$ cat config.mk
export PLATFORM = sky130hd
export DESIGN_NAME = touch_pkt_uart_tx
export DESIGN_NICKNAME = d
export VERILOG_FILES = /design/src/rtl/touch_pkt_uart_tx.sv
export SDC_FILE = /design/constraint.sdc
export NUM_CORES = 1
export LEC_CHECK = 0
export BUFFER_PORTS_ARGS = -buffer_cell sky130_fd_sc_hd__buf_2
export CAP_MARGIN = 20
export CORE_ASPECT_RATIO = 0.9
export CORE_MARGIN = 8
export CORE_UTILIZATION = 58
export CTS_CLUSTER_SIZE = 24
export DETAILED_ROUTE_END_ITERATION = 7
export PLACE_DENSITY = 0.85
export SYNTH_ARGS = -nofsm -noshare
export SYNTH_HDL_FRONTEND = slang
export SYNTH_SLANG_ARGS = --single-unit
export TNS_END_PERCENT = 20
$ cat constraint.sdc
create_clock -name clk_clk -period 2.3 [get_ports clk_clk]
set_clock_uncertainty 0.05 [all_clocks]
set_input_delay 0.46 -clock clk_clk [delete_from_list [all_inputs] [get_ports clk_clk]]
set_output_delay 0.46 -clock clk_clk [all_outputs]
set_load 0.02 [all_outputs]
$ cat src/rtl/touch_pkt_uart_tx.sv
// touch_pkt_uart_tx: serialises pen events into the 5-byte AR1100-style pen
// packet on an 8N1, LSB-first UART line (idle high). One event is accepted per
// packet over a valid/ready handshake; coordinates are latched on acceptance.
module touch_pkt_uart_tx #(
    parameter int CLKS_PER_BIT = 5208,
    parameter int GAP_BITS     = 1
) (
    input  logic        clk_clk,
    input  logic        reset_reset_n,
    input  logic        pkt_valid,
    output logic        pkt_ready,
    input  logic [11:0] pkt_x,
    input  logic [11:0] pkt_y,
    input  logic        pkt_pen,
    output logic        txd,
    output logic        busy
);

    localparam int CW = (CLKS_PER_BIT > 1) ? $clog2(CLKS_PER_BIT) : 1;
    localparam int GW = (GAP_BITS > 1) ? $clog2(GAP_BITS + 1) : 1;

    typedef enum logic [2:0] {
        S_IDLE  = 3'd0,
        S_START = 3'd1,
        S_DATA  = 3'd2,
        S_STOP  = 3'd3,
        S_GAP   = 3'd4
    } state_t;

    // Packet byte selected by its position within the 5-byte pen packet.
    function automatic logic [7:0] pkt_byte(
        input logic [2:0]  idx,
        input logic        pen,
        input logic [11:0] x,
        input logic [11:0] y
    );
        logic [7:0] b;
        case (idx)
            3'd0:    b = {1'b1, 6'b000000, pen};
            3'd1:    b = {1'b0, x[6:0]};
            3'd2:    b = {3'b000, x[11:7]};
            3'd3:    b = {1'b0, y[6:0]};
            3'd4:    b = {3'b000, y[11:7]};
            default: b = 8'hFF;
        endcase
        return b;
    endfunction

    state_t        state_q,    state_d;
    logic [CW-1:0] clk_cnt_q,  clk_cnt_d;
    logic [2:0]    bit_idx_q,  bit_idx_d;
    logic [2:0]    byte_idx_q, byte_idx_d;
    logic [GW-1:0] gap_cnt_q,  gap_cnt_d;
    logic [11:0]   x_q,        x_d;
    logic [11:0]   y_q,        y_d;
    logic          pen_q,      pen_d;
    logic          txd_q,      txd_d;
    logic          ready_q,    ready_d;
    logic          busy_q,     busy_d;

    logic [7:0]    cur_byte_s;
    logic          bit_end_s;

    assign cur_byte_s = pkt_byte(byte_idx_q, pen_q, x_q, y_q);
    assign bit_end_s  = (clk_cnt_q == CW'(CLKS_PER_BIT - 1));

    // Next-state logic: txd_d is the line level for the next cycle, so the
    // registered txd changes exactly on state/bit boundaries.
    always_comb begin
        state_d    = state_q;
        clk_cnt_d  = clk_cnt_q;
        bit_idx_d  = bit_idx_q;
        byte_idx_d = byte_idx_q;
        gap_cnt_d  = gap_cnt_q;
        x_d        = x_q;
        y_d        = y_q;
        pen_d      = pen_q;
        txd_d      = txd_q;
        ready_d    = ready_q;

        case (state_q)
            S_IDLE: begin
                if (pkt_valid && ready_q) begin
                    x_d        = pkt_x;
                    y_d        = pkt_y;
                    pen_d      = pkt_pen;
                    byte_idx_d = 3'd0;
                    clk_cnt_d  = '0;
                    txd_d      = 1'b0;
                    ready_d    = 1'b0;
                    state_d    = S_START;
                end else begin
                    txd_d      = 1'b1;
                end
            end
            S_START: begin
                if (bit_end_s) begin
                    clk_cnt_d = '0;
                    bit_idx_d = 3'd0;
                    txd_d     = cur_byte_s[0];
                    state_d   = S_DATA;
                end else begin
                    clk_cnt_d = clk_cnt_q + CW'(1);
                end
            end
            S_DATA: begin
                if (bit_end_s) begin
                    clk_cnt_d = '0;
                    if (bit_idx_q == 3'd7) begin
                        txd_d   = 1'b1;
                        state_d = S_STOP;
                    end else begin
                        bit_idx_d = bit_idx_q + 3'd1;
                        txd_d     = cur_byte_s[bit_idx_q + 3'd1];
                    end
                end else begin
                    clk_cnt_d = clk_cnt_q + CW'(1);
                end
            end
            S_STOP: begin
                if (bit_end_s) begin
                    clk_cnt_d = '0;
                    if (byte_idx_q != 3'd4) begin
                        // Next byte starts immediately: no idle between frames.
                        byte_idx_d = byte_idx_q + 3'd1;
                        txd_d      = 1'b0;
                        state_d    = S_START;
                    end else if (GAP_BITS > 0) begin
                        gap_cnt_d = '0;
                        txd_d     = 1'b1;
                        state_d   = S_GAP;
                    end else begin
                        txd_d   = 1'b1;
                        ready_d = 1'b1;
                        state_d = S_IDLE;
                    end
                end else begin
                    clk_cnt_d = clk_cnt_q + CW'(1);
                end
            end
            S_GAP: begin
                if (bit_end_s) begin
                    clk_cnt_d = '0;
                    if (gap_cnt_q == GW'(GAP_BITS - 1)) begin
                        ready_d = 1'b1;
                        state_d = S_IDLE;
                    end else begin
                        gap_cnt_d = gap_cnt_q + GW'(1);
                    end
                end else begin
                    clk_cnt_d = clk_cnt_q + CW'(1);
                end
            end
            default: begin
                txd_d   = 1'b1;
                ready_d = 1'b1;
                state_d = S_IDLE;
            end
        endcase

        busy_d = ~ready_d;
    end

    // State and output registers; reset forces the line idle high immediately.
    always_ff @(posedge clk_clk or negedge reset_reset_n) begin
        if (!reset_reset_n) begin
            state_q    <= S_IDLE;
            clk_cnt_q  <= '0;
            bit_idx_q  <= 3'd0;
            byte_idx_q <= 3'd0;
            gap_cnt_q  <= '0;
            x_q        <= 12'd0;
            y_q        <= 12'd0;
            pen_q      <= 1'b0;
            txd_q      <= 1'b1;
            ready_q    <= 1'b1;
            busy_q     <= 1'b0;
        end else begin
            state_q    <= state_d;
            clk_cnt_q  <= clk_cnt_d;
            bit_idx_q  <= bit_idx_d;
            byte_idx_q <= byte_idx_d;
            gap_cnt_q  <= gap_cnt_d;
            x_q        <= x_d;
            y_q        <= y_d;
            pen_q      <= pen_d;
            txd_q      <= txd_d;
            ready_q    <= ready_d;
            busy_q     <= busy_d;
        end
    end

    assign txd       = txd_q;
    assign pkt_ready = ready_q;
    assign busy      = busy_q;

endmodule

==> results.json <==
{
  "status": "completed",
  "combinationalPowerShare_pct": 3.0,
  "setup_viol": 0,
  "synth_edf_count": 0,
  "antenna_found_initial": 0,
  "relSlewSlack_pct": 63.4,
  "design_area_sq_um": 3040,
  "power_density_nw_per_um2": 463,
  "io_buffers": 30,
  "syn-cell-area_sq_um": 2620,
  "cts_buffer_depth": 2,
  "power_switching_uw": 301,
  "hold_path_class": "input pin to async pin",
  "fmax_mhz": 450,
  "grt_start_max_net_pins": 28,
  "crit_arrival_ns": 2.37,
  "finalMaxSlewViolations": 0,
  "cts-resized-gates": 0,
  "grt_pass1_vias": 1963,
  "vias_per_cell": 5.79,
  "hold_buffers": 0,
  "wl_met1_microns": 2460,
  "gp_congestion": 0.822,
  "topRoutingLayerUsed": "met4",
  "cts_buffers": 5,
  "clock_latency_ns": 0.31,
  "hold_violations": 0,
  "grt_pass1_wl_microns": 8890,
  "power_switching_share_pct": 21.4,
  "p_leak_uw": 0.00141,
  "required_ns": 2.44,
  "core_sq_um": 4400,
  "rsz0062_at_grt": "yes",
  "cts_setup_buffers": 0,
  "max_stage_delay_ns": 0.53,
  "ioPinCount": 31,
  "die_x_microns": 86.9,
  "syn_avg_cell_area_sq_um": 10.9,
  "ys_top_cells_by_area": "dfrtp_1 46%, mux2_2 12%, ha_1 3.8%, nor2_1 3.7%, xor2_1 3.3%",
  "netlist.area_leader.share_pct": 45.8,
  "drt.antenna.violating_nets": 0,
  "ys_dominant_reg_cell": "dfrtp_1",
  "setup_tns_ns": 0,
  "antenna_cells": 0,
  "row_count": 23,
  "yosysWarningCount": 0,
  "route.detailed.drc": 0,
  "nets": 319,
  "grt_use_total_pct": 16.3,
  "ir_worst_vdd_uv": 361,
  "met3_length_microns": 283,
  "synth_area_leader_cell": "dfrtp_1",
  "synth_nets": 277,
  "drt_iter0_drc": 126,
  "wl_per_cell_microns": 15.6,
  "r2r_start": "clk_cnt_q[5]",
  "wl_met2_microns": 2540,
  "initial_core_util_pct": 59.6,
  "post_dp_cell_area_sq_um": 2950,
  "worst_pin_slew_ns": 0.545,
  "maxCapViolations": 0,
  "ys_seq_area_share_pct": 47.8,
  "die_h_microns": 79.8,
  "final_cell_mix": "48 x dfrtp_1, 30 x buf_2, 27 x mux2_2",
  "regToRegEndpoint": "byte_idx_q[0]",
  "rrSetupSlack_ns": 0.08,
  "htreeDepth": 2,
  "end_kind": "flip-flop",
  "cts.reportedPaths.clkPinSlew_ns": 0.09,
  "r2r_cells": 5,
  "power_uw": 1410,
  "drt_wl_total_microns": 5400,
  "cts_tree": "built",
  "drt_pass1_iterations": 4,
  "yosys_register_bits": 50,
  "die_area_sq_um": 6930,
  "area_delta_synth_final_pct": 15.8,
  "async_reset_ff_share_pct": 100,
  "cell_internal_pwr_uw": 1110,
  "cts_sinks": 50,
  "hpwl_microns": 4030,
  "period_needed_ns": 2.22,
  "synthesis.instances": 241,
  "grt_overflow_total": 0,
  "p_seq_share_pct": 62.4,
  "crit_fanout": 3,
  "crit_slowest_cell": "or4b_4",
  "drive_above_1_share_pct": 33.6,
  "clkPwrFrac_pct": 34.6,
  "path_cells": "or4b_4, nor4_4, nand4_1, a21oi_2, mux2_2",
  "final_common_cell": "dfrtp_1",
  "cts_root_buf": "clkbuf_8",
  "synth.distinct_cells": 53,
  "start_kind": "flip-flop",
  "vias": 1997,
  "path_class": "flip-flop to flip-flop",
  "period_share_pct": 96.6
}
## flip-flops by register name (all words and copies together), names as in the netlist
register / count
bit_idx_q: 3
busy: 1
byte_idx_q: 3
clk_cnt_q: 13
pen_q: 1
pkt_ready: 1
state_q: 3
txd: 1
x_q: 12
y_q: 12
## routing by layer
metal	global-route usage [%]	vias to the layer above
li1	-	956
met4	6.87	0
met3	4.73	10
met2	26.4	59
met1	20.0	972
met5	0	-
## per-stage QoR
step                util (%)  worst slack (ns)  hold WS (ns)  cells
detailed placement      67.0            0.0577         0.427    337
finish                  69.0            0.0771        0.0789    345
global route            69.0           -0.0379         0.110    345
CTS                     68.8            0.0415        0.0918    344
floorplan                  -             0.149         0.114    241
global placement        67.0             0.142         0.422    337
## cells by family after synthesis
group / after synthesis / synth area share [%]
compound gates: 40 / 11.5
mux: 28 / 12.0
xor+xnor: 12 / 4.01
flops: 50 / 47.8
simple gates: 85 / 17.9
buf+inv: 18 / 3.05
fa+ha+maj: 8 / 3.82
## worst max-delay path by stage
| stage | slack, ns | depth (start not counted) | to | startpoint |
|---|---|---|---|---|
| floorplan | 0.15 | 5 | byte_idx_q[0] | clk_cnt_q[7] |
| global placement | 0.14 | 5 | byte_idx_q[0] | clk_cnt_q[5] |
| detailed placement | 0.06 | 5 | byte_idx_q[0] | clk_cnt_q[5] |
| CTS | 0.04 | 5 | byte_idx_q[0] | clk_cnt_q[5] |
| global route | -0.04 | 5 | byte_idx_q[0] | clk_cnt_q[5] |
| finish | 0.08 | 5 | byte_idx_q[0] | clk_cnt_q[5] |
## synthesized netlist by cell type (3+ instances only)
master / count
nand4_1: 3
o21ai_0: 6
xor2_1: 10
nor3_1: 3
nand2_1: 17
clkbuf_1: 5
mux2_2: 27
buf_2: 4
a22oi_1: 3
inv_1: 7
dfrtp_1: 48
a21oi_1: 7
nand2b_1: 3
a221oi_1: 3
nor2_1: 26
ha_1: 8
nand3_1: 13
## power by group through the flow
stage          sequential [uW]  clock, uW  combinational [uW]
2_1_floorplan              896          0               0.413
3_3_place_gp               896          0                43.2
3_5_place_dp               896          0                44.1
4_1_cts                    878        499                44.2
5_1_grt                    879        533                48.7
6_report                   878        487                42.5
## worst max-delay path, delay by kind of cell, from the launching register on
kind,cells,cell delay (ns)
AO/OA/AOI/OAI,1,0.24
flip-flops,1,0.42
multiplexers,1,0.36
AND/OR/NAND/NOR,3,1.04
## layout make-up
| cell class | count | area (sq um) |
|---|---|---|
| Clock buffer | 6 | 72.6 |
| Tap cell | 62 | 77.6 |
| Multi-Input combinational cell | 173 | 1290 |
| Clock inverter | 1 | 7.51 |
| Sequential cell | 50 | 1250 |
| Inverter | 7 | 26.3 |
| Timing Repair Buffer | 46 | 308 |
| Fill cell | 329 | 1370 |
Power figures use the tool's default switching activity.
